### src/rtl/fu_alu_wb_buffer_if.sv
// Handshake bundle between fu_alu, its writeback buffer, the register-file
// write port and the operand-select forwarding lookup.
interface fu_alu_wb_buffer_if #(
    parameter int DW = 32,
    parameter int RW = 5
);
    logic          in_valid;
    logic          in_ready;
    logic [DW-1:0] in_data;
    logic [RW-1:0] in_rd;

    logic          wb_valid;
    logic          wb_ready;
    logic [DW-1:0] wb_data;
    logic [RW-1:0] wb_rd;

    logic [RW-1:0] fwd_rs;
    logic          fwd_hit;
    logic [DW-1:0] fwd_data;

    modport master (
        output in_valid, in_data, in_rd, wb_ready, fwd_rs,
        input  in_ready, wb_valid, wb_data, wb_rd, fwd_hit, fwd_data
    );

    modport slave (
        input  in_valid, in_data, in_rd, wb_ready, fwd_rs,
        output in_ready, wb_valid, wb_data, wb_rd, fwd_hit, fwd_data
    );
endinterface

### src/rtl/fu_alu_wb_buffer.sv
// In-order writeback FIFO behind fu_alu: absorbs write-port stalls and
// offers a combinational forwarding lookup over the queued results.
module fu_alu_wb_buffer #(
    parameter int DEPTH = 4,
    parameter int DW    = 32,
    parameter int RW    = 5
) (
    input  logic                     CLK,
    input  logic                     nRST,
    input  logic                     flush,
    output logic [$clog2(DEPTH):0]   count,
    fu_alu_wb_buffer_if.slave        bus
);
    localparam int PW = $clog2(DEPTH);
    localparam logic [PW:0] FULL = (PW+1)'(DEPTH);

    logic [DW-1:0] data_mem [DEPTH];
    logic [RW-1:0] rd_mem   [DEPTH];

    logic [PW-1:0] head;
    logic [PW-1:0] tail;
    logic [PW:0]   occ;

    logic do_store;
    logic do_deq;
    logic fwd_hit_c;
    logic [DW-1:0] fwd_data_c;

    assign bus.in_ready = (occ != FULL);
    assign bus.wb_valid = (occ != '0);

    // Writes to x0 complete the handshake but are never queued.
    assign do_store = bus.in_valid && bus.in_ready && !flush && (bus.in_rd != '0);
    assign do_deq   = bus.wb_valid && bus.wb_ready && !flush;

    always_ff @(posedge CLK or negedge nRST) begin
        if (!nRST) begin
            head <= '0;
            tail <= '0;
            occ  <= '0;
        end else if (flush) begin
            head <= '0;
            tail <= '0;
            occ  <= '0;
        end else begin
            if (do_store) tail <= tail + 1'b1;
            if (do_deq)   head <= head + 1'b1;
            occ <= occ + (PW+1)'(do_store) - (PW+1)'(do_deq);
        end
    end

    always_ff @(posedge CLK) begin
        if (do_store) begin
            data_mem[tail] <= bus.in_data;
            rd_mem[tail]   <= bus.in_rd;
        end
    end

    assign bus.wb_data = bus.wb_valid ? data_mem[head] : '0;
    assign bus.wb_rd   = bus.wb_valid ? rd_mem[head]   : '0;
    assign count       = occ;

    // Walk oldest to youngest so the last match seen is the youngest one.
    always_comb begin
        logic [PW-1:0] idx;
        idx        = '0;
        fwd_hit_c  = 1'b0;
        fwd_data_c = '0;
        for (int i = 0; i < DEPTH; i++) begin
            idx = head + PW'(i);
            if (((PW+1)'(i) < occ) && (bus.fwd_rs != '0) && (rd_mem[idx] == bus.fwd_rs)) begin
                fwd_hit_c  = 1'b1;
                fwd_data_c = data_mem[idx];
            end
        end
    end

    assign bus.fwd_hit  = fwd_hit_c;
    assign bus.fwd_data = fwd_data_c;
endmodule

### src/flat_wrapper.sv
// flat-port wrapper written by rule: the top's interface ports become plain ports
module fu_alu_wb_buffer_flat 
#(
    parameter int DEPTH = 4,
    parameter int DW    = 32,
    parameter int RW    = 5
)
  (CLK, nRST, flush, count, bus_in_valid, bus_in_data, bus_in_rd, bus_wb_ready, bus_fwd_rs, bus_in_ready, bus_wb_valid, bus_wb_data, bus_wb_rd, bus_fwd_hit, bus_fwd_data);
  fu_alu_wb_buffer_if #(.DW(DW), .RW(RW)) bus_i ();
  input  logic CLK;
  input  logic nRST;
  input  logic flush;
  output logic [$clog2(DEPTH):0] count;
  input wire logic [$bits(bus_i.in_valid)-1:0] bus_in_valid;
  input wire logic [$bits(bus_i.in_data)-1:0] bus_in_data;
  input wire logic [$bits(bus_i.in_rd)-1:0] bus_in_rd;
  input wire logic [$bits(bus_i.wb_ready)-1:0] bus_wb_ready;
  input wire logic [$bits(bus_i.fwd_rs)-1:0] bus_fwd_rs;
  output wire logic [$bits(bus_i.in_ready)-1:0] bus_in_ready;
  output wire logic [$bits(bus_i.wb_valid)-1:0] bus_wb_valid;
  output wire logic [$bits(bus_i.wb_data)-1:0] bus_wb_data;
  output wire logic [$bits(bus_i.wb_rd)-1:0] bus_wb_rd;
  output wire logic [$bits(bus_i.fwd_hit)-1:0] bus_fwd_hit;
  output wire logic [$bits(bus_i.fwd_data)-1:0] bus_fwd_data;
  assign bus_i.in_valid = bus_in_valid;
  assign bus_i.in_data = bus_in_data;
  assign bus_i.in_rd = bus_in_rd;
  assign bus_i.wb_ready = bus_wb_ready;
  assign bus_i.fwd_rs = bus_fwd_rs;
  assign bus_in_ready = bus_i.in_ready;
  assign bus_wb_valid = bus_i.wb_valid;
  assign bus_wb_data = bus_i.wb_data;
  assign bus_wb_rd = bus_i.wb_rd;
  assign bus_fwd_hit = bus_i.fwd_hit;
  assign bus_fwd_data = bus_i.fwd_data;
  fu_alu_wb_buffer #(.DEPTH(DEPTH), .DW(DW), .RW(RW)) u_core (.CLK(CLK), .nRST(nRST), .flush(flush), .count(count), .bus(bus_i));
endmodule
### config.mk
export PLATFORM = sky130hd
export DESIGN_NAME = fu_alu_wb_buffer_flat
export DESIGN_NICKNAME = d
export VERILOG_FILES = /design/src/rtl/fu_alu_wb_buffer_if.sv /design/src/rtl/fu_alu_wb_buffer.sv /design/src/flat_wrapper.sv
export SDC_FILE = /design/constraint.sdc
export NUM_CORES = 1
export LEC_CHECK = 0
export ABC_AREA = 1
export BUFFER_PORTS_ARGS = -buffer_cell sky130_fd_sc_hd__buf_4
export CAP_MARGIN = 0
export CORE_MARGIN = 2
export CORE_UTILIZATION = 50
export DETAILED_ROUTE_END_ITERATION = 12
export PLACE_DENSITY = 0.7
export SLEW_MARGIN = 20
export SYNTH_ARGS = -nofsm -noshare
export SYNTH_HDL_FRONTEND = slang
export SYNTH_SLANG_ARGS = --single-unit
export TNS_END_PERCENT = 10
### constraint.sdc
create_clock -name CLK -period 3.83 [get_ports CLK]
set_input_delay 0.766 -clock CLK [delete_from_list [all_inputs] [get_ports CLK]]
set_output_delay 0.766 -clock CLK [all_outputs]
set_load 0.02 [all_outputs]
Word-level counts from Yosys, hierarchy flattened
Memories as Yosys holds them, arrays and structs flattened. Cells that the tools add are included.

Flip-flop bits (word level): 7. Memory bits (writable): 148. Input port bits: 47. Output and inout bits: 75. Memories kept: 2.

Add/subtract/negate cells: 6. Order comparisons: 4. Equal/unequal tests: 5. Mux-type cells: 17. Reduce and logical (&&, ||, !) cells: 19.

Memory list: u_core.data_mem (words 4, width 32, rd ports 4, clocked after memory_dff 0, wr ports 1, RTL line fu_alu_wb_buffer.sv:17) `logic [DW-1:0] data_mem [DEPTH];`; u_core.rd_mem (words 4, width 5, rd ports 4, clocked after memory_dff 0, wr ports 1, RTL line fu_alu_wb_buffer.sv:18) `logic [RW-1:0] rd_mem [DEPTH];`.

Operators with widths (count): $mux 32 (5); $eq 5x5->1 (4); $logic_and 1x1->1 (13); $reduce_bool 5->1 (2); $mux 2 (4); $lt 1x3->1 const A (2); $lt 2x3->1 const A (2); $mux 1 (6); $mux 5 (1); $add 2x1->2 const B (2); $add 2x2->2 const B (2); $reduce_bool 2->1 (2); $add 3x1->3 (1); $mux 3 (1); $ne 3x3->1 const B (1); $reduce_bool 3->1 (1); $sub 3x1->3 (1); $logic_not 1->1 (1).

Longest topological paths before layout
Gate-level depths: netlist of the first run.

Depth after elaboration: 7. Mapped depth: 18. Depth with buffers taken out: 14.

Least setup slack after synthesis of the first run
No wires, ideal clock.

Path type: reg-to-reg. From: register u_core.occ[1], in the netlist u_core.count[1]. To: memory u_core.data_mem[0][0], enable pin. Arrival time: 2.901 ns. Required time: 3.399 ns. Path slack: 0.498 ns. Cell stages (with the launch flop): 7. Period minus slack after synthesis: 3.332 ns. Cell sequence: dfrtp_1 inv_1 nand3_1 nand3_1 a31oi_1 inv_1 nor2_1.

Word-level cells in the longest chain between the ends: 6.

RTL lines: start: declaration (RTL line fu_alu_wb_buffer.sv:22) `logic [PW:0] occ;`; start signal: assignment (RTL line fu_alu_wb_buffer.sv:48) `occ <= occ + (PW+1)'(do_store) - (PW+1)'(do_deq);`; $ne 3x3->1 (RTL line fu_alu_wb_buffer.sv:29) `assign bus.in_ready = (occ != FULL);`; named net bus_in_ready (RTL line flat_wrapper.sv:19) `output wire logic [$bits(bus_i.in_ready)-1:0] bus_in_ready;`; $logic_and 1x1->1 (3 in a row) (RTL line fu_alu_wb_buffer.sv:33) `assign do_store = bus.in_valid && bus.in_ready && !flush && (bus.in_rd != '0);`; $mux 1 (RTL line fu_alu_wb_buffer.sv:53) `if (do_store) begin`; $mux 1 (not written as such) (RTL line fu_alu_wb_buffer.sv:54) `data_mem[tail] <= bus.in_data;`; end: declaration (RTL line fu_alu_wb_buffer.sv:17).

The timed path passes the listed nets, and every way through them passes these cells.

Final worst setup path of the first run
From: register u_core.head[0]. To: output bus_fwd_data[1].

Word-level cells in the longest chain between the ends: 7. Elaborated cells on any way between the ends: 17.

RTL lines: start: declaration (RTL line fu_alu_wb_buffer.sv:20) `logic [PW-1:0] head;`; start signal: assignment (RTL line fu_alu_wb_buffer.sv:47) `if (do_deq) head <= head + 1'b1;`; $add 2x1->2 or $mem_v2 4x5 (tied branches); $mem_v2 4x5 or $eq 5x5->1 (tied branches); $eq 5x5->1 or $logic_and 1x1->1 (tied branches) (RTL line fu_alu_wb_buffer.sv:71) `if (((PW+1)'(i) < occ) && (bus.fwd_rs != '0) && (rd_mem[idx] == bus.fwd_rs)) begin`; $logic_and 1x1->1 or $mux 32 (tied branches) (RTL line fu_alu_wb_buffer.sv:71); $mux 32 (2 in a row) (RTL line fu_alu_wb_buffer.sv:71); $mux 32 (*) (RTL line fu_alu_wb_buffer.sv:71); end: declaration (RTL line flat_wrapper.sv:24) `output wire logic [$bits(bus_i.fwd_data)-1:0] bus_fwd_data;`.

Every way passes the cells marked *; elsewhere a longest branch is shown, timed or not.

==> impl_results.html, run 1 <==
<table>
<tr><th>Metric</th><th>Value</th></tr>
<tr><th colspan="2">STA</th></tr>
<tr><td>Final clock period utilization by the worst path</td><td>95.3%</td></tr>
<tr><td>Top achievable clock speed</td><td>274 MHz</td></tr>
<tr><td>Final-layout setup total negative slack</td><td>0 ns</td></tr>
<tr><td>Worst hold slack across all endpoints</td><td>0.143 ns</td></tr>
<tr><td>Final setup violation count</td><td>0</td></tr>
<tr><td>Slew at the pin closest to its max-slew limit</td><td>0.819 ns</td></tr>
<tr><td>Post-route worst setup slack</td><td>0.179 ns</td></tr>
<tr><td>Worst slew slack as a fraction of its limit</td><td>45.1%</td></tr>
<tr><td>Hold Vio Cnt, Final</td><td>0</td></tr>
<tr><td>Final critical path time including I/O delays and setup</td><td>3.65 ns</td></tr>
<tr><td>Post-route clock skew</td><td>0.00735 ns</td></tr>
<tr><td>Final-report max-slew violation count</td><td>0</td></tr>
<tr><th colspan="2">Synth</th></tr>
<tr><td>Post-synthesis cell type count</td><td>29</td></tr>
<tr><td>Ys Warns</td><td>0</td></tr>
<tr><td>Number of cells produced by synthesis</td><td>1451</td></tr>
<tr><td>Proportion of synthesized chip area in sequential cells</td><td>45.1%</td></tr>
<tr><td>Flop and latch count out of synthesis</td><td>155</td></tr>
<tr><td>Synthesized Nets</td><td>1507</td></tr>
<tr><td>Netlist Area Pre-Place</td><td>10200 um^2</td></tr>
<tr><td>Avg Synthesized Cell Area</td><td>7.06 um^2</td></tr>
<tr><th colspan="2">Finish</th></tr>
<tr><td>Post-layout utilization of the core</td><td>60.3%</td></tr>
<tr><td>Final instance area</td><td>12200 um^2</td></tr>
<tr><td>Synth-to-layout area growth</td><td>18.6%</td></tr>
<tr><td>Layout cell share with drive strength beyond 1</td><td>14.0%</td></tr>
<tr><td>Commonest cells after routing, fill and taps aside</td><td>sky130_fd_sc_hd__nand2_1 (526), sky130_fd_sc_hd__o21ai_0 (237), sky130_fd_sc_hd__nor2_1 (150)</td></tr>
<tr><td>Final #Nets</td><td>1591</td></tr>
<tr><td>Filler cells</td><td>1828</td></tr>
<tr><td>Leading cell type in the layout, fill and taps excluded</td><td>sky130_fd_sc_hd__nand2_1</td></tr>
<tr><td>Count of antenna diodes in the layout</td><td>0</td></tr>
<tr><th colspan="2">Pwr</th></tr>
<tr><td>Standby leakage power</td><td>5.52 nW</td></tr>
<tr><td>Power per cell area</td><td>664 nW/um^2</td></tr>
<tr><td>Maximum resistive drop on vdd</td><td>0.000444 V</td></tr>
<tr><th colspan="2">Route</th></tr>
<tr><td>Post-route ant nets</td><td>0</td></tr>
<tr><td>Iteration count of the initial detailed-routing pass</td><td>6</td></tr>
<tr><td>Number of remaining DRC errors</td><td>0</td></tr>
<tr><td>Initial drt markers</td><td>870</td></tr>
<tr><td>Detailed-route via count</td><td>9752</td></tr>
<tr><td>Average wire length per cell after detail routing</td><td>15.7 um</td></tr>
<tr><td>Total length of routed wires</td><td>28600 um</td></tr>
<tr><td>Per-cell via count in the routed design</td><td>5.36</td></tr>
<tr><th colspan="2">Global routing</th></tr>
<tr><td>Gr ovfl total</td><td>0</td></tr>
<tr><td>Number of global-route vias before repair</td><td>8486</td></tr>
<tr><td>All-layer global routing usage</td><td>25.5%</td></tr>
<tr><td>First-pass GRT wire length</td><td>43400 um</td></tr>
<tr><td>Largest net degree at the start of global routing</td><td>133</td></tr>
<tr><td>Number of antenna violations at the first check in global routing</td><td>0</td></tr>
<tr><th colspan="2">Run status</th></tr>
<tr><td>Run status</td><td>finished clean</td></tr>
<tr><th colspan="2">Floorplan</th></tr>
<tr><td>Num rows</td><td>52</td></tr>
<tr><td>Starting density of the core</td><td>50.8%</td></tr>
<tr><td>Area inside the core boundary</td><td>20200 um^2</td></tr>
<tr><td>Die area</td><td>21700 um^2</td></tr>
<tr><td>Die extent in x</td><td>147 um</td></tr>
<tr><td>Die outline height</td><td>147 um</td></tr>
<tr><td>Num ports</td><td>122</td></tr>
<tr><th colspan="2">Worst setup path</th></tr>
<tr><td>Crit path largest cell delay</td><td>0.57 ns</td></tr>
<tr><td>Critical Path Fanout Max</td><td>20</td></tr>
<tr><td>Worst Setup Start Kind</td><td>flip-flop</td></tr>
<tr><td>Worst endpoint data arrival time</td><td>2.89 ns</td></tr>
<tr><td>Capturing element type of the critical path</td><td>output port</td></tr>
<tr><td>CP required</td><td>3.06 ns</td></tr>
<tr><td>Worst setup path category</td><td>flip-flop to output port</td></tr>
<tr><td>Worst path buffer plus inverter count</td><td>3</td></tr>
<tr><td>Most repeated library cell on the critical path</td><td>sky130_fd_sc_hd__nand2_1</td></tr>
<tr><td>Standard cell with the maximum stage delay on the critical path</td><td>sky130_fd_sc_hd__dfrtp_4</td></tr>
<tr><td>Critical path, cell by cell</td><td>inv_4 -&gt; nand2_1 -&gt; nand2_2 -&gt; nand2_1 -&gt; nand3_1 -&gt; nand2_1 -&gt; a21oi_4 -&gt; buf_4 -&gt; nand4_1 -&gt; nand3_1 -&gt; nand2_1 -&gt; nand2_1 -&gt; buf_4</td></tr>
<tr><td>Kind of cell adding the most delay to the critical path</td><td>simple AND/OR/NAND/NOR gates</td></tr>
<tr><th colspan="2">Run</th></tr>
<tr><td>Max_cap viols</td><td>0</td></tr>
<tr><th colspan="2">Place</th></tr>
<tr><td>Setup slack after placement</td><td>0.480 ns</td></tr>
<tr><td>Cell Area, Placed</td><td>11400 um^2</td></tr>
<tr><td>Estimated wirelength of the detail-placed design</td><td>17700 um</td></tr>
<tr><td>Port-buffer cells</td><td>121</td></tr>
<tr><td>Placer's final routability congestion estimate</td><td>0.850</td></tr>
<tr><th colspan="2">Clock network</th></tr>
<tr><td>Clk buf depth</td><td>2</td></tr>
<tr><td>CTS Hold Bufs</td><td>0</td></tr>
<tr><td>Clock buffers created by TritonCTS</td><td>17</td></tr>
<tr><td>Root buffer selected by CTS</td><td>sky130_fd_sc_hd__clkbuf_16</td></tr>
<tr><td>Clock slew at reported path FFs</td><td>0.07 ns</td></tr>
<tr><td>Clock tree from TritonCTS</td><td>done</td></tr>
<tr><td>Clk_lat worst skew</td><td>0.43 ns</td></tr>
<tr><td>Total clock sinks</td><td>155</td></tr>
<tr><td>H-Tree Depth</td><td>4</td></tr>
<tr><th colspan="2">Min path</th></tr>
<tr><td>Class of the tightest hold or removal check</td><td>input port to asynchronous set/reset pin</td></tr>
</table>
## stage by stage
step | total power (W) | cells
after CTS | 0.00797 | 1806
final | 0.00807 | 1818
after floorplan | 0.00492 | 1451
after global placement | 0.00620 | 1774
after global routing | 0.00862 | 1818
after detailed placement | 0.00628 | 1774
## state kept, by name, indices dropped and copies added, names as in the netlist
name / count
u_core.rd_mem: 20
u_core.head: 2
u_core.count: 3
u_core.tail: 2
u_core.data_mem: 128
## per-layer routing
| layer | wire length, um | share of wire (%) | track usage, % |
|---|---|---|---|
| met1 | 12100 | 42 | 32.6 |
| met2 | 14100 | 49 | 44.8 |
| met3 | 1840 | 6.4 | 3.98 |
| met4 | 543 | 1.9 | 7.55 |
| met5 | 0 | 0 | 0 |
## worst paths after layout
kind	start	endpoint	slack, ns	cells after the start
max	u_core.head[0]	bus_fwd_data[1]	0.18	13
min	nRST	u_core.count[1]	0.14	1
max reg2reg	u_core.count[2]	u_core.count[2]	1.21	9
min reg2reg	u_core.tail[1]	u_core.tail[1]	0.57	1
max in group asynchronous	nRST	u_core.head[0]	3.53	1
min in group CLK	flush	u_core.count[0]	0.52	2
## cell families (layout without fill, tap and decap cells)
kind of cell / count (synthesis) / after routing / synth area share [%]
fa+ha+maj: 9 / 9 / 1.17
simple gates: 800 / 800 / 31.3
xor+xnor: 3 / 3 / 0.256
buf+inv: 222 / 319 / 9.28
compound gates: 262 / 262 / 12.9
flops: 155 / 155 / 45.1
## cell usage after synthesis
cell                       number  area [um^2]
sky130_fd_sc_hd__o21ai_1       17         85.1
sky130_fd_sc_hd__ha_1           8          100
sky130_fd_sc_hd__buf_2         34          170
sky130_fd_sc_hd__inv_2          2         7.51
sky130_fd_sc_hd__nor3_1         2         10.0
sky130_fd_sc_hd__nand4_1       32          200
sky130_fd_sc_hd__a22o_1         1         8.76
sky130_fd_sc_hd__nand3_1       74          370
sky130_fd_sc_hd__nor2_1       155          582
sky130_fd_sc_hd__a31oi_1        1         6.26
sky130_fd_sc_hd__nand2_1      528         1980
sky130_fd_sc_hd__and3_1         1         6.26
sky130_fd_sc_hd__or2_2          2         12.5
sky130_fd_sc_hd__buf_6          7         78.8
sky130_fd_sc_hd__nor3_2         1         10.0
sky130_fd_sc_hd__nor2_2         2         12.5
sky130_fd_sc_hd__clkbuf_1      41          154
sky130_fd_sc_hd__o21ai_0      237         1190
sky130_fd_sc_hd__or2_1          1         6.26
sky130_fd_sc_hd__a21oi_2        1         8.76
sky130_fd_sc_hd__edfxtp_1     148         4440
sky130_fd_sc_hd__buf_1         11         41.3
sky130_fd_sc_hd__a21oi_1        5         25.0
sky130_fd_sc_hd__nand3_2        2         20.0
sky130_fd_sc_hd__inv_1        121          454
sky130_fd_sc_hd__buf_4          6         45.0
sky130_fd_sc_hd__dfrtp_1        7          175
sky130_fd_sc_hd__fa_1           1         20.0
sky130_fd_sc_hd__xor2_1         3         26.3
## report_power, final
part | internal, W | switching [W] | total (W)
clock | 0.000881 | 0.000797 | 0.00168
combinational | 0.00142 | 0.00291 | 0.00433
sequential | 0.00198 | 0.0000740 | 0.00206
total | 0.00428 | 0.00379 | 0.00807
## final cells by class
type                            count  area (um^2)  area share [%]
Sequential cell                   155         4620            38.0
Multi-Input combinational cell   1074         4760            39.2
Clock inverter                     15          160            1.32
Inverter                          123          465            3.83
Timing Repair Buffer              164         1380            11.4
Tap cell                          270          338            2.78
Clock buffer                       17          425            3.50
## timing repair
| action | in CTS | in global routing |
|---|---|---|
| gates resized for setup | 0 | 12 |
| endpoints found under the setup margin | 0 | 33 |
| buffers inserted | 0 | 9 |
## worst reg2reg max path, stage by stage (launching register included)
cell and delay (ns):
sky130_fd_sc_hd__dfrtp_1 0.44, sky130_fd_sc_hd__nor3_2 0.71, sky130_fd_sc_hd__nor3_1 0.18, sky130_fd_sc_hd__ha_1 0.32, sky130_fd_sc_hd__inv_1 0.06, sky130_fd_sc_hd__ha_1 0.13
sky130_fd_sc_hd__inv_1 0.05, sky130_fd_sc_hd__fa_1 0.38, sky130_fd_sc_hd__o21ai_0 0.17, sky130_fd_sc_hd__a21oi_1 0.06
(Power assumes the default switching activity.)
==> inputs of run 2 (changes only) <==
--- a/config.mk
+++ b/config.mk
@@ -8,9 +8,11 @@
 export ABC_AREA = 1
 export BUFFER_PORTS_ARGS = -buffer_cell sky130_fd_sc_hd__buf_4
 export CAP_MARGIN = 0
+export CORE_ASPECT_RATIO = 0.75
 export CORE_MARGIN = 2
 export CORE_UTILIZATION = 50
 export DETAILED_ROUTE_END_ITERATION = 12
+export GPL_ROUTABILITY_DRIVEN = 0
 export PLACE_DENSITY = 0.7
 export SLEW_MARGIN = 20
 export SYNTH_ARGS = -nofsm -noshare
==> constraint.sdc (replaced) <==
create_clock -name CLK -period 3.83 [get_ports CLK]
set_input_delay 0.5745 -clock CLK [delete_from_list [all_inputs] [get_ports CLK]]
set_output_delay 0.5745 -clock CLK [all_outputs]
set_load 0.02 [all_outputs]
==> run 2 against run 1 <==
Against the previous run:
- worst setup slack better by 0.044 ns
- flip-flop and latch count stayed put
- critical path depth is 2 lower
- fmax is 1.2% higher
- critical path type unchanged
==> impl_results.html, run 2 (synthesis results as in run 1) <==
<table>
<tr><th>Metric</th><th>Value</th></tr>
<tr><th colspan="2">Route</th></tr>
<tr><td>Detailed-route via count</td><td>9602 (-1.5%)</td></tr>
<tr><td>Post-route ant nets</td><td>0 (unchanged)</td></tr>
<tr><td>Average wire length per cell after detail routing</td><td>15.2 um (-3.2%)</td></tr>
<tr><td>Total length of routed wires</td><td>27300 um (-4.6%)</td></tr>
<tr><td>Iteration count of the initial detailed-routing pass</td><td>7 (+1)</td></tr>
<tr><td>Per-cell via count in the routed design</td><td>5.36 (about the same)</td></tr>
<tr><td>Number of remaining DRC errors</td><td>0 (unchanged)</td></tr>
<tr><td>Initial drt markers</td><td>937 (+7.7%)</td></tr>
<tr><th colspan="2">Finish</th></tr>
<tr><td>Layout cell share with drive strength beyond 1</td><td>12.9% (-1.0 points)</td></tr>
<tr><td>Final instance area</td><td>12000 um^2 (-1.4%)</td></tr>
<tr><td>Filler cells</td><td>1835 (+0.38%)</td></tr>
<tr><td>Register with the most flip-flops</td><td>u_core.data_mem</td></tr>
<tr><td>Number of standard cells in the layout, taps in and fillers out</td><td>1791 (-1.5%)</td></tr>
<tr><td>Commonest cells after routing, fill and taps aside</td><td>sky130_fd_sc_hd__nand2_1 (526), sky130_fd_sc_hd__o21ai_0 (237), sky130_fd_sc_hd__nor2_1 (150)</td></tr>
<tr><td>Count of antenna diodes in the layout</td><td>0 (unchanged)</td></tr>
<tr><td>Post-layout utilization of the core</td><td>59.5% (-0.79 points)</td></tr>
<tr><td>Synth-to-layout area growth</td><td>17.0%</td></tr>
<tr><td>Register cell area after layout</td><td>4620 um^2 (about the same)</td></tr>
<tr><td>Number of flip-flops in the largest register</td><td>128 (unchanged)</td></tr>
<tr><td>Final #Nets</td><td>1576 (-0.94%)</td></tr>
<tr><td>Area of combinational cells with multiple inputs</td><td>4770 um^2 (+0.11%)</td></tr>
<tr><td>Leading cell type in the layout, fill and taps excluded</td><td>sky130_fd_sc_hd__nand2_1</td></tr>
<tr><th colspan="2">Pwr</th></tr>
<tr><td>Power per cell area</td><td>665 nW/um^2 (+0.19%)</td></tr>
<tr><td>Internal power</td><td>0.00434 W (+1.3%)</td></tr>
<tr><td>Fraction of power consumed by sequential logic</td><td>25.7% (+0.2 points)</td></tr>
<tr><td>Maximum resistive drop on vdd</td><td>0.000328 V (-26%)</td></tr>
<tr><td>Clock share of power</td><td>21.5% (+0.7 points)</td></tr>
<tr><td>Sw Pwr</td><td>0.00364 W (-4.0%)</td></tr>
<tr><td>Fraction of power spent switching nets</td><td>45.6% (-1.3 points)</td></tr>
<tr><td>Standby leakage power</td><td>5.41 nW (-2.0%)</td></tr>
<tr><td>Part of the power in combinational logic</td><td>52.8% (-0.9 points)</td></tr>
<tr><th colspan="2">Worst setup path</th></tr>
<tr><td>Worst endpoint data arrival time</td><td>3.03 ns (+0.14 ns)</td></tr>
<tr><td>Worst setup path category</td><td>flip-flop to output port</td></tr>
<tr><td>Number of cells traversed by the worst register-to-register path</td><td>7 (-2)</td></tr>
<tr><td>Worst Setup Start Kind</td><td>flip-flop</td></tr>
<tr><td>Critical Path Fanout Max</td><td>77 (+290%)</td></tr>
<tr><td>CP required</td><td>3.26 ns (+0.20 ns)</td></tr>
<tr><td>Capturing element type of the critical path</td><td>output port</td></tr>
<tr><td>Setup slack of the most critical reg-to-reg path</td><td>1.33 ns (+0.12 ns)</td></tr>
<tr><th colspan="2">Global routing</th></tr>
<tr><td>Number of antenna violations at the first check in global routing</td><td>0 (unchanged)</td></tr>
<tr><td>Gr ovfl total</td><td>0 (unchanged)</td></tr>
<tr><td>All-layer global routing usage</td><td>25.5% (about the same)</td></tr>
<tr><td>Number of global-route vias before repair</td><td>8543 (+0.67%)</td></tr>
<tr><td>Largest net degree at the start of global routing</td><td>97 (-27%)</td></tr>
<tr><td>First-pass GRT wire length</td><td>43400 um (about the same)</td></tr>
<tr><th colspan="2">STA</th></tr>
<tr><td>Unrepaired setup endpoints after global routing</td><td>false</td></tr>
<tr><td>Hold Vio Cnt, Final</td><td>0 (unchanged)</td></tr>
<tr><td>Worst slew slack as a fraction of its limit</td><td>56.3% (+11 points)</td></tr>
<tr><td>Final-layout setup total negative slack</td><td>0 ns (unchanged)</td></tr>
<tr><td>Final critical path time including I/O delays and setup</td><td>3.61 ns (-0.0443 ns)</td></tr>
<tr><td>Final-report max-slew violation count</td><td>0 (unchanged)</td></tr>
<tr><td>Top achievable clock speed</td><td>277 MHz (+1.2%)</td></tr>
<tr><td>Slew at the pin closest to its max-slew limit</td><td>0.656 ns (-0.163 ns)</td></tr>
<tr><td>Final clock period utilization by the worst path</td><td>94.2% (-1.2 points)</td></tr>
<tr><td>Post-route worst setup slack</td><td>0.223 ns (+0.0443 ns)</td></tr>
<tr><td>Final setup violation count</td><td>0 (unchanged)</td></tr>
<tr><td>Post-route clock skew</td><td>0.0126 ns (+0.00527 ns)</td></tr>
<tr><th colspan="2">Floorplan</th></tr>
<tr><td>Starting density of the core</td><td>50.8% (about the same)</td></tr>
<tr><td>Area inside the core boundary</td><td>20200 um^2 (about the same)</td></tr>
<tr><td>Die extent in x</td><td>169 um (+15%)</td></tr>
<tr><td>Die outline height</td><td>128 um (-13%)</td></tr>
<tr><td>Die area</td><td>21700 um^2 (about the same)</td></tr>
<tr><td>Num ports</td><td>122 (unchanged)</td></tr>
<tr><td>Num rows</td><td>45 (-13%)</td></tr>
<tr><th colspan="2">Place</th></tr>
<tr><td>Estimated wirelength of the detail-placed design</td><td>17800 um (+0.76%)</td></tr>
<tr><td>Cell Area, Placed</td><td>11300 um^2 (-0.38%)</td></tr>
<tr><td>Cell Count Post-Placement</td><td>1758 (-0.90%)</td></tr>
<tr><td>Setup slack after placement</td><td>0.452 ns (-0.0285 ns)</td></tr>
<tr><td>Port-buffer cells</td><td>121 (unchanged)</td></tr>
<tr><th colspan="2">Clock network</th></tr>
<tr><td>H-Tree Depth</td><td>4 (unchanged)</td></tr>
<tr><td>Clock tree from TritonCTS</td><td>done</td></tr>
<tr><td>Clock buffers created by TritonCTS</td><td>17 (unchanged)</td></tr>
<tr><td>Clk buf depth</td><td>2 (unchanged)</td></tr>
<tr><td>Clk_lat worst skew</td><td>0.42 ns (about the same)</td></tr>
<tr><td>Root buffer selected by CTS</td><td>sky130_fd_sc_hd__clkbuf_16</td></tr>
<tr><td>Clock slew at reported path FFs</td><td>0.07 ns (about the same)</td></tr>
<tr><td>Total clock sinks</td><td>155 (unchanged)</td></tr>
<tr><th colspan="2">Run</th></tr>
<tr><td>Max_cap viols</td><td>0 (unchanged)</td></tr>
<tr><th colspan="2">Run status</th></tr>
<tr><td>Run status</td><td>finished clean</td></tr>
<tr><th colspan="2">Min path</th></tr>
<tr><td>Hold path depth</td><td>2</td></tr>
<tr><td>Class of the tightest hold or removal check</td><td>input port to flip-flop</td></tr>
</table>
## run 2: area by class of cell
class,instances,area share (%)
Timing Repair Buffer,149,10.1
Clock inverter,14,1.42
Tap cell,258,2.69
Multi-Input combinational cell,1074,39.7
Sequential cell,155,38.6
Inverter,123,3.89
Clock buffer,18,3.58
## run 2: metrics by stage
stage	total power, W	hold WS (ns)
floorplan	0.00492	0.279
global placement	0.00615	0.394
detailed placement	0.00622	0.395
CTS	0.00794	0.324
global route	0.00857	0.326
finish	0.00797	0.340
## run 2: final timing paths
check / start / endpoint
min reg2reg: u_core.tail[0] / u_core.tail[0]
max reg2reg: u_core.count[1] / u_core.data_mem[0][20]
max in group asynchronous: nRST / u_core.head[0]
max: u_core.head[1] / bus_fwd_hit
min in group asynchronous: nRST / u_core.tail[1]
min: flush / u_core.count[0]
## run 2: per-layer routing
metal	wire [um]	global-route usage, %
met1	12800	35.9
met2	12100	40.6
met3	2090	5.56
met4	278	5.73
met5	0	0
## run 2: worst max-delay path, cell delays in order (launching register included)
cell and delay (ns):
sky130_fd_sc_hd__dfrtp_2 0.52, sky130_fd_sc_hd__inv_4 0.18, sky130_fd_sc_hd__buf_6 0.43, sky130_fd_sc_hd__nand3_1 0.14, sky130_fd_sc_hd__nand2_1 0.10, sky130_fd_sc_hd__xor2_1 0.15
sky130_fd_sc_hd__nor2_1 0.07, sky130_fd_sc_hd__nand3_2 0.14, sky130_fd_sc_hd__buf_12 0.27, sky130_fd_sc_hd__nand3_1 0.10, sky130_fd_sc_hd__or2_1 0.24, sky130_fd_sc_hd__buf_4 0.16
## run 2: what timing repair did
action / CTS / global route
setup buffers: 0 / 0
hold buffers: 1 / 0
setup endpoints to repair: 1 / 33
gates resized for setup: 1 / 9
pin swaps: 0 / 1
endpoints found under the hold margin: 7 / 0
gates cloned: 0 / 0
## run 2: power groups by stage
stage	Combinational, W	Sequential, W	Clock (W)
floorplan	0.00284	0.00208	0
global placement	0.00407	0.00208	0
detailed placement	0.00414	0.00208	0
CTS	0.00416	0.00205	0.00174
global route	0.00468	0.00206	0.00182
finish	0.00421	0.00205	0.00171
